--- config.mk ---
export PLATFORM = sky130hd
export DESIGN_NAME = apb_reg_decoder
export DESIGN_NICKNAME = d
export VERILOG_FILES = /design/src/rtl/apb_reg_decoder.sv
export SDC_FILE = /design/constraint.sdc
export NUM_CORES = 1
export LEC_CHECK = 0
export BUFFER_PORTS_ARGS = -buffer_cell sky130_fd_sc_hd__buf_2
export CAP_MARGIN = 20
export CORE_MARGIN = 2
export CORE_UTILIZATION = 51
export DETAILED_ROUTE_END_ITERATION = 16
export PLACE_DENSITY = 0.79
export SETUP_SLACK_MARGIN = 0.3
export SYNTH_ARGS = -nofsm -noshare
export SYNTH_HDL_FRONTEND = slang
export SYNTH_SLANG_ARGS = --single-unit
--- constraint.sdc ---
create_clock -name pclk -period 1.95 [get_ports pclk]
set_input_delay 0.195 -clock pclk [delete_from_list [all_inputs] [get_ports pclk]]
set_output_delay 0.195 -clock pclk [all_outputs]
set_load 0.01 [all_outputs]
--- src/rtl/apb_reg_decoder.sv ---
// APB slave with a five-register bank (CTRL, DATA0, DATA1, STATUS, ID),
// programmable wait states and error flagging on unmapped or read-only writes.
module apb_reg_decoder #(
  parameter int unsigned WAIT_CYCLES = 0,
  parameter logic [7:0]  ID_VALUE    = 8'hA5
) (
  input  logic       pclk,
  input  logic       presetn,
  input  logic       psel,
  input  logic       penable,
  input  logic       pwrite,
  input  logic [7:0] paddr,
  input  logic [7:0] pwdata,
  output logic [7:0] prdata,
  output logic       pready,
  output logic       pslverr,
  output logic [7:0] ctrl_o,
  output logic [7:0] data0_o,
  output logic [7:0] data1_o,
  output logic       err_o,
  output logic [1:0] state_o
);

  // Handshake: a transfer starts on a setup edge (psel=1, penable=0) and
  // completes on the first edge where psel=1, penable=1 and pready=1.
  typedef enum logic [1:0] {IDLE = 2'd0, ACCESS = 2'd1, DONE = 2'd2} state_t;

  localparam logic [2:0] WAIT_LOAD = 3'(WAIT_CYCLES);

  state_t     state_q, state_d;
  logic [2:0] cnt_q, cnt_d;
  logic [7:0] addr_q, addr_d;
  logic       write_q, write_d;
  logic       acc_err_q, acc_err_d;
  logic       pslverr_q, pslverr_d;
  logic [7:0] ctrl_q, ctrl_d;
  logic [7:0] data0_q, data0_d;
  logic [7:0] data1_q, data1_d;
  logic       st_err_q, st_err_d;
  logic [3:0] err_cnt_q, err_cnt_d;

  logic setup;
  logic setup_err;
  logic load;
  logic complete;

  assign setup     = psel && !penable;
  assign setup_err = (paddr > 8'h04) || (pwrite && (paddr == 8'h03 || paddr == 8'h04));

  always_comb begin
    state_d   = state_q;
    cnt_d     = cnt_q;
    addr_d    = addr_q;
    write_d   = write_q;
    acc_err_d = acc_err_q;
    pslverr_d = pslverr_q;
    ctrl_d    = ctrl_q;
    data0_d   = data0_q;
    data1_d   = data1_q;
    st_err_d  = st_err_q;
    err_cnt_d = err_cnt_q;
    load      = 1'b0;
    complete  = 1'b0;

    case (state_q)
      IDLE: begin
        if (setup) load = 1'b1;
      end
      ACCESS: begin
        if (!psel) begin
          state_d = IDLE;
        end else if (penable) begin
          if (cnt_q == 3'd0) begin
            state_d  = DONE;
            complete = 1'b1;
          end else begin
            cnt_d = cnt_q - 3'd1;
          end
        end
      end
      DONE: begin
        if (!psel) begin
          state_d   = IDLE;
          pslverr_d = 1'b0;
        end else if (setup) begin
          load = 1'b1;
        end
      end
      default: state_d = IDLE;
    endcase

    if (load) begin
      state_d   = ACCESS;
      addr_d    = paddr;
      write_d   = pwrite;
      cnt_d     = WAIT_LOAD;
      acc_err_d = setup_err;
    end
    if (setup) pslverr_d = 1'b0;

    // Commit and STATUS update happen only once, on the completion edge.
    if (complete) begin
      pslverr_d = acc_err_q;
      st_err_d  = acc_err_q;
      if (acc_err_q && err_cnt_q != 4'hF) err_cnt_d = err_cnt_q + 4'd1;
      if (write_q && !acc_err_q) begin
        case (addr_q)
          8'h00:   ctrl_d  = pwdata;
          8'h01:   data0_d = pwdata;
          8'h02:   data1_d = pwdata;
          default: ;
        endcase
      end
    end
  end

  always_ff @(posedge pclk) begin
    if (!presetn) begin
      state_q   <= IDLE;
      cnt_q     <= 3'd0;
      addr_q    <= 8'h00;
      write_q   <= 1'b0;
      acc_err_q <= 1'b0;
      pslverr_q <= 1'b0;
      ctrl_q    <= 8'h00;
      data0_q   <= 8'h00;
      data1_q   <= 8'h00;
      st_err_q  <= 1'b0;
      err_cnt_q <= 4'h0;
    end else begin
      state_q   <= state_d;
      cnt_q     <= cnt_d;
      addr_q    <= addr_d;
      write_q   <= write_d;
      acc_err_q <= acc_err_d;
      pslverr_q <= pslverr_d;
      ctrl_q    <= ctrl_d;
      data0_q   <= data0_d;
      data1_q   <= data1_d;
      st_err_q  <= st_err_d;
      err_cnt_q <= err_cnt_d;
    end
  end

  // Read data decodes the live address so it is valid already in setup.
  always_comb begin
    prdata = 8'h00;
    if (psel && !pwrite) begin
      case (paddr)
        8'h00:   prdata = ctrl_q;
        8'h01:   prdata = data0_q;
        8'h02:   prdata = data1_q;
        8'h03:   prdata = {err_cnt_q, 3'b000, st_err_q};
        8'h04:   prdata = ID_VALUE;
        default: prdata = 8'h00;
      endcase
    end
  end

  assign pready  = (state_q == ACCESS && cnt_q == 3'd0) || (state_q == DONE);
  assign pslverr = pslverr_q;
  assign ctrl_o  = ctrl_q;
  assign data0_o = data0_q;
  assign data1_o = data1_q;
  assign err_o   = st_err_q;
  assign state_o = state_q;

endmodule

# ---- Word level (Yosys, flattened, before mapping)
# Cells that the tools add are included.
dict set report totals {
  reg_bits 45
  input_bits 21
  word_cells 80
}
dict set report op_classes {
  add_sub_neg 2
  magnitude_cmp 1
  n_eq_ne 17
  muxes 19
  n_bitwise 3
  n_reduce_logical 26
}
# cell n
set ops {}
lappend ops {{8-bit case mux with 5 select lines} 1}
lappend ops {{8-bit by 2-bit equality test with 1-bit output, second input constant} 3}
lappend ops {{8-bit by 1-bit equality test with 1-bit output, second input constant} 2}
lappend ops {{8-bit logical NOT} 2}
lappend ops {{4-bit inequality test, second input constant} 3}
lappend ops {{4-bit AND reduction} 3}
lappend ops {{1-bit two-way mux} 11}
lappend ops {{3-bit inequality test, second input constant} 3}
lappend ops {{3-bit AND reduction} 3}
lappend ops {{8-bit by 3-bit equality test with 1-bit output, second input constant} 1}
lappend ops {{8-bit by 3-bit > comparator with 1-bit output, second input constant} 1}
lappend ops {{2-bit two-way mux} 4}
lappend ops {{8-bit two-way mux} 1}
lappend ops {{1-bit logical AND} 6}
lappend ops {{2-bit case mux with 3 select lines} 1}
lappend ops {{4-bit by 1-bit adder with 4-bit output, second input constant} 1}
lappend ops {{2-bit inequality test, second input constant} 2}
lappend ops {{2-bit AND reduction} 2}
lappend ops {{1-bit logical NOT} 3}
lappend ops {{3-bit logical NOT} 1}
lappend ops {{1-bit logical OR} 3}
lappend ops {{3-bit by 1-bit inequality test with 1-bit output, second input constant} 1}
lappend ops {{1-bit inverter} 3}
lappend ops {{3-bit nonzero test} 1}
lappend ops {{other kinds (6)} 6}

# ---- Logic depth before layout (Yosys ltp)
dict set report logic_depth {
  word_depth 7
  depth_mapped 6
}

# ---- Least setup slack after synthesis
# Ideal clock, no wire load.
dict set report synth_path {
  kind {input to output}
  from {input paddr[4]}
  to {output prdata[0]}
  arrival_ns 1.222
  slack_ns 0.533
  cell_stages 4
  path_buffers 0
  cell_sequence {or3_4 -> nor3_2 -> nand4b_1 -> a21oi_1}
}
dict set report synth_between {
  elab_chain_len 3
  elab_cells_between_ends 7
}
# element line
set synth_lines {}
lappend synth_lines {{start, declared} 12} ;# input logic [7:0] paddr,
lappend synth_lines {{8-bit by 3-bit equality test with 1-bit output, or another cell as far along} 149} ;# case (paddr)
lappend synth_lines {{8-bit case mux with 5 select lines (*)} 149}
lappend synth_lines {{8-bit two-way mux (*)} 148} ;# if (psel && !pwrite) begin
lappend synth_lines {{end, declared} 14} ;# output logic [7:0] prdata,
# Mark *: on every way between the ends. The rest lies on a longest branch, timed or not.

# ---- Final worst setup path
dict set report layout_path {
  from {input paddr[4]}
  to {output prdata[5]}
}
# Same word-level chain as after synthesis.

==> impl_results.md <==
- CTS tree: yes
- Period utilisation layout: 85.8%
- Worst path slowest cell: or3_4
- RSZ-0062 raised after global routing: yes
- GR Util All Layers: ~22%
- Register area share after synthesis: 40.9%
- RePlAce Congestion: 0.836
- Crit end category: output port
- Fmax: 598 MHz
- Yosys warning count: 0
- Origin of the critical flop-to-flop path: state_o[0]$_SDFFE_PN0P_
- Worst vdd ir: 0.451 mV
- Clk network pwr share: 40.3%
- Starting Density: 53.9%
- Count of cell types in the netlist: 48
- Share of post-route cells with drive strength above 1: 31.4%
- Place WS: 276 ps
- Mapped Area: 2200 µm²
- Die area: 4860 µm²
- IO Count: 58
- Setup tns final: 0 ps
- Share of power burned in registers: a little over half
- Int Power: 1.40 mW
- ANT cells: 0
- CP required: 1750 ps
- Final Skew: 6.87 ps
- Remaining Overflow, GRT: 0
- Worst hold path startpoint: penable
- Power after layout: 1.79 mW
- CP Cell Sequence: buf_6, or3_4, nor4_4, o311ai_0, a21oi_1, buf_2
- Worst r2r path cells: 4
- Placed Cells: 345
- Syn Inst Count: 246
- Sw Ratio: a little over a fifth
- Worst-path clk slew: 80 ps
- Leading area contributor after synthesis: dfxtp_1
- Chip width: about 70 µm
- Status: complete, no violations
- Pleak: 1.33 nW
- Crit Path Max Fanout: 4
- H-tree depth: 2
- Fin. Hold Viols: 0
- Primary FF master, synth: dfxtp_1
- Tmin final: 1670 ps
- Non-Filler Instances: 359
- Pin count of the biggest net entering global routing: 23
- Synth cell count leaders: nand2_1 (60), dfxtp_1 (45), mux2i_1 (26)
- Hold buffer count at CTS: 0
- Synthesized area per cell: roughly 9.0 µm²
- Post-DRT Antenna Nets: 0
- R2r setup slk: 400 ps
- DRC: 0
- Max-cap violations: 0
- R2R Path End: err_cnt_q[3]$_SDFFE_PN0P_
- I/O Buffers: 57
- DR vias: 1,961
- WHS: between 100 and 150 ps
- Number of fillers in the final layout: 351
- PwrDens: ~650 nW/µm²
- Initial antenna violation count: 0
- CP Launch Point: paddr[4]
- # clock sinks: 45
- Syn-to-layout area delta: 25.1%
- Syn nets: between 200 and 300
- Drt pass-1 iters: 4
- Post-synthesis async set-or-reset flop share: 0%
- Synth top area cells: dfxtp_1 (41%), mux2i_1 (12%), nand2_1 (10%)
- Vias per Instance: 5.46
- First-pass GRT wire length: 8.50 mm
- CP Capture Point: prdata[5]
- Root Buffer: clkbuf_8
- Skew-Pair Late Insertion Delay: roughly 290 ps
- Core area: a little over 4000 µm²
- Setup WS post-layout: 277 ps
- Inserted Clock Buffers: 5
- Worst EP arrival: 1480 ps
- Most common cell in the netlist: nand2_1
- Die span in y: 69.7 µm
- Slew headroom: 69.0%
- Final wirelength: 5.17 mm
- Worst Tran Pin Value: between 400 and 500 ps
- Largest buffer count on any clock path: 2
- Hpwl dp: about 3.7 mm
- Wire per inst: 14.4 µm
- Startpoint Class: input port
- Hold Path Class: in2reg
- DR iter-0 viols: 106
- Post-synth EDFFs: 0
- Row count: 23
- Flop and latch count out of synthesis: 45
- Setup Viol. Count Final: 0
- NetSw: between 300 and 400 µW
- Number of global-route vias before repair: 1,782
- Comb power frac: 7.5%
- Setup Crit Path Kind: in2out
- Max-slew violations: 0
- CP max stage delay: 420 ps
- Final-stage net count: around 330
- Yosys top cell area share: around two fifths
## metrics by stage
stage / utilization (%) / area, µm²
3_5_place_dp: 61.9 / 2530
5_1_grt: 67.5 / 2760
6_report: 67.5 / 2760
4_1_cts: 65.6 / 2680
3_3_place_gp: 61.9 / 2530
2_1_floorplan: - / 2200
## routing by layer
metal | global-route usage (%) | up-vias | part of all wire (%) | routed length (µm)
met4 | 8.55 | 0 | 2.3 | 119
met5 | 0 | - | 0 | 0
met3 | 4.51 | 10 | 4.1 | 211
met1 | 29.5 | 915 | 47 | 2440
met2 | 34.0 | 54 | 46 | 2390
li1 | - | 982 | - | -
## registers in the layout (all words and copies together) (netlist names)
signal / cells
addr_q: 8
ctrl_o: 8
data0_o: 8
data1_o: 8
err_cnt_q: 4
cnt_q: 3
state_o: 2
acc_err_q: 1
err_o: 1
pslverr: 1
write_q: 1
## final cells by class
type,count,area (µm²),area share [%]
Sequential cell,45,908,32.9
Multi-Input combinational cell,183,1250,45.3
Inverter,6,22.5,0.817
Clock inverter,1,30.0,1.09
Clock buffer,7,86.3,3.13
Timing Repair Buffer,67,398,14.4
Tap cell,50,62.6,2.27
## cell usage in the layout (no fill, tap or decap), types with 3 or more instances in the layout
| master | synthesis | layout |
|---|---|---|
| nand3_2 | 3 | 3 |
| nand3_1 | 3 | 3 |
| o21ai_0 | 7 | 6 |
| clkbuf_8 | 0 | 6 |
| mux2_2 | 3 | 3 |
| a21oi_1 | 9 | 9 |
| nor2b_1 | 3 | 3 |
| buf_6 | 0 | 4 |
| a21boi_0 | 9 | 9 |
| dfxtp_1 | 45 | 43 |
| mux2i_1 | 26 | 26 |
| nand2b_1 | 5 | 4 |
| buf_4 | 1 | 9 |
| ha_1 | 3 | 3 |
| buf_2 | 2 | 53 |
| nor2_1 | 11 | 11 |
| inv_1 | 6 | 6 |
| nand2_1 | 60 | 60 |
## cells by family (layout without fill, tap and decap cells)
group / Yosys count / count (layout) / share of synthesized area (%)
buffers and inverters: 18 / 81 / 3.35
multiplexers: 31 / 31 / 15.4
AND/OR/NAND/NOR: 109 / 109 / 26.3
AO/OA/AOI/OAI: 37 / 37 / 11.2
XOR/XNOR: 3 / 3 / 1.19
adder cells (fa/ha/maj): 3 / 3 / 1.70
flip-flops: 45 / 45 / 40.9
## worst min-delay path by stage
stage,end,slack [ps],cells past startpoint
2_1_floorplan,state_o[0]$_SDFFE_PN0P_,290,1
3_3_place_gp,state_o[0]$_SDFFE_PN0P_,420,2
3_5_place_dp,state_o[0]$_SDFFE_PN0P_,420,2
4_1_cts,state_o[0]$_SDFFE_PN0P_,110,2
5_1_grt,state_o[0]$_SDFFE_PN0P_,130,2
6_report,state_o[0]$_SDFFE_PN0P_,130,2
## worst max-delay path: cells and delay by family
| family | cells | cell delay, ps |
|---|---|---|
| simple gates | 2 | 670 |
| buf+inv | 2 | 240 |
| compound gates | 2 | 360 |
## power groups by stage
stage / registers (mW) / clock network, mW / logic (mW)
2_1_floorplan: 0.958 / 0 / 0.0799
3_5_place_dp: 0.960 / 0 / 0.129
5_1_grt: 0.937 / 0.784 / 0.149
4_1_cts: 0.936 / 0.735 / 0.130
3_3_place_gp: 0.959 / 0 / 0.127
6_report: 0.935 / 0.721 / 0.135
## what timing repair did
action	4_1_cts	5_1_grt
pin swaps	1	4
gates resized for setup	4	11
cloned	0	0
setup buffers	3	3
endpoints found under the setup margin	13	26
No activity file was read; power rests on OpenSTA's default activity.
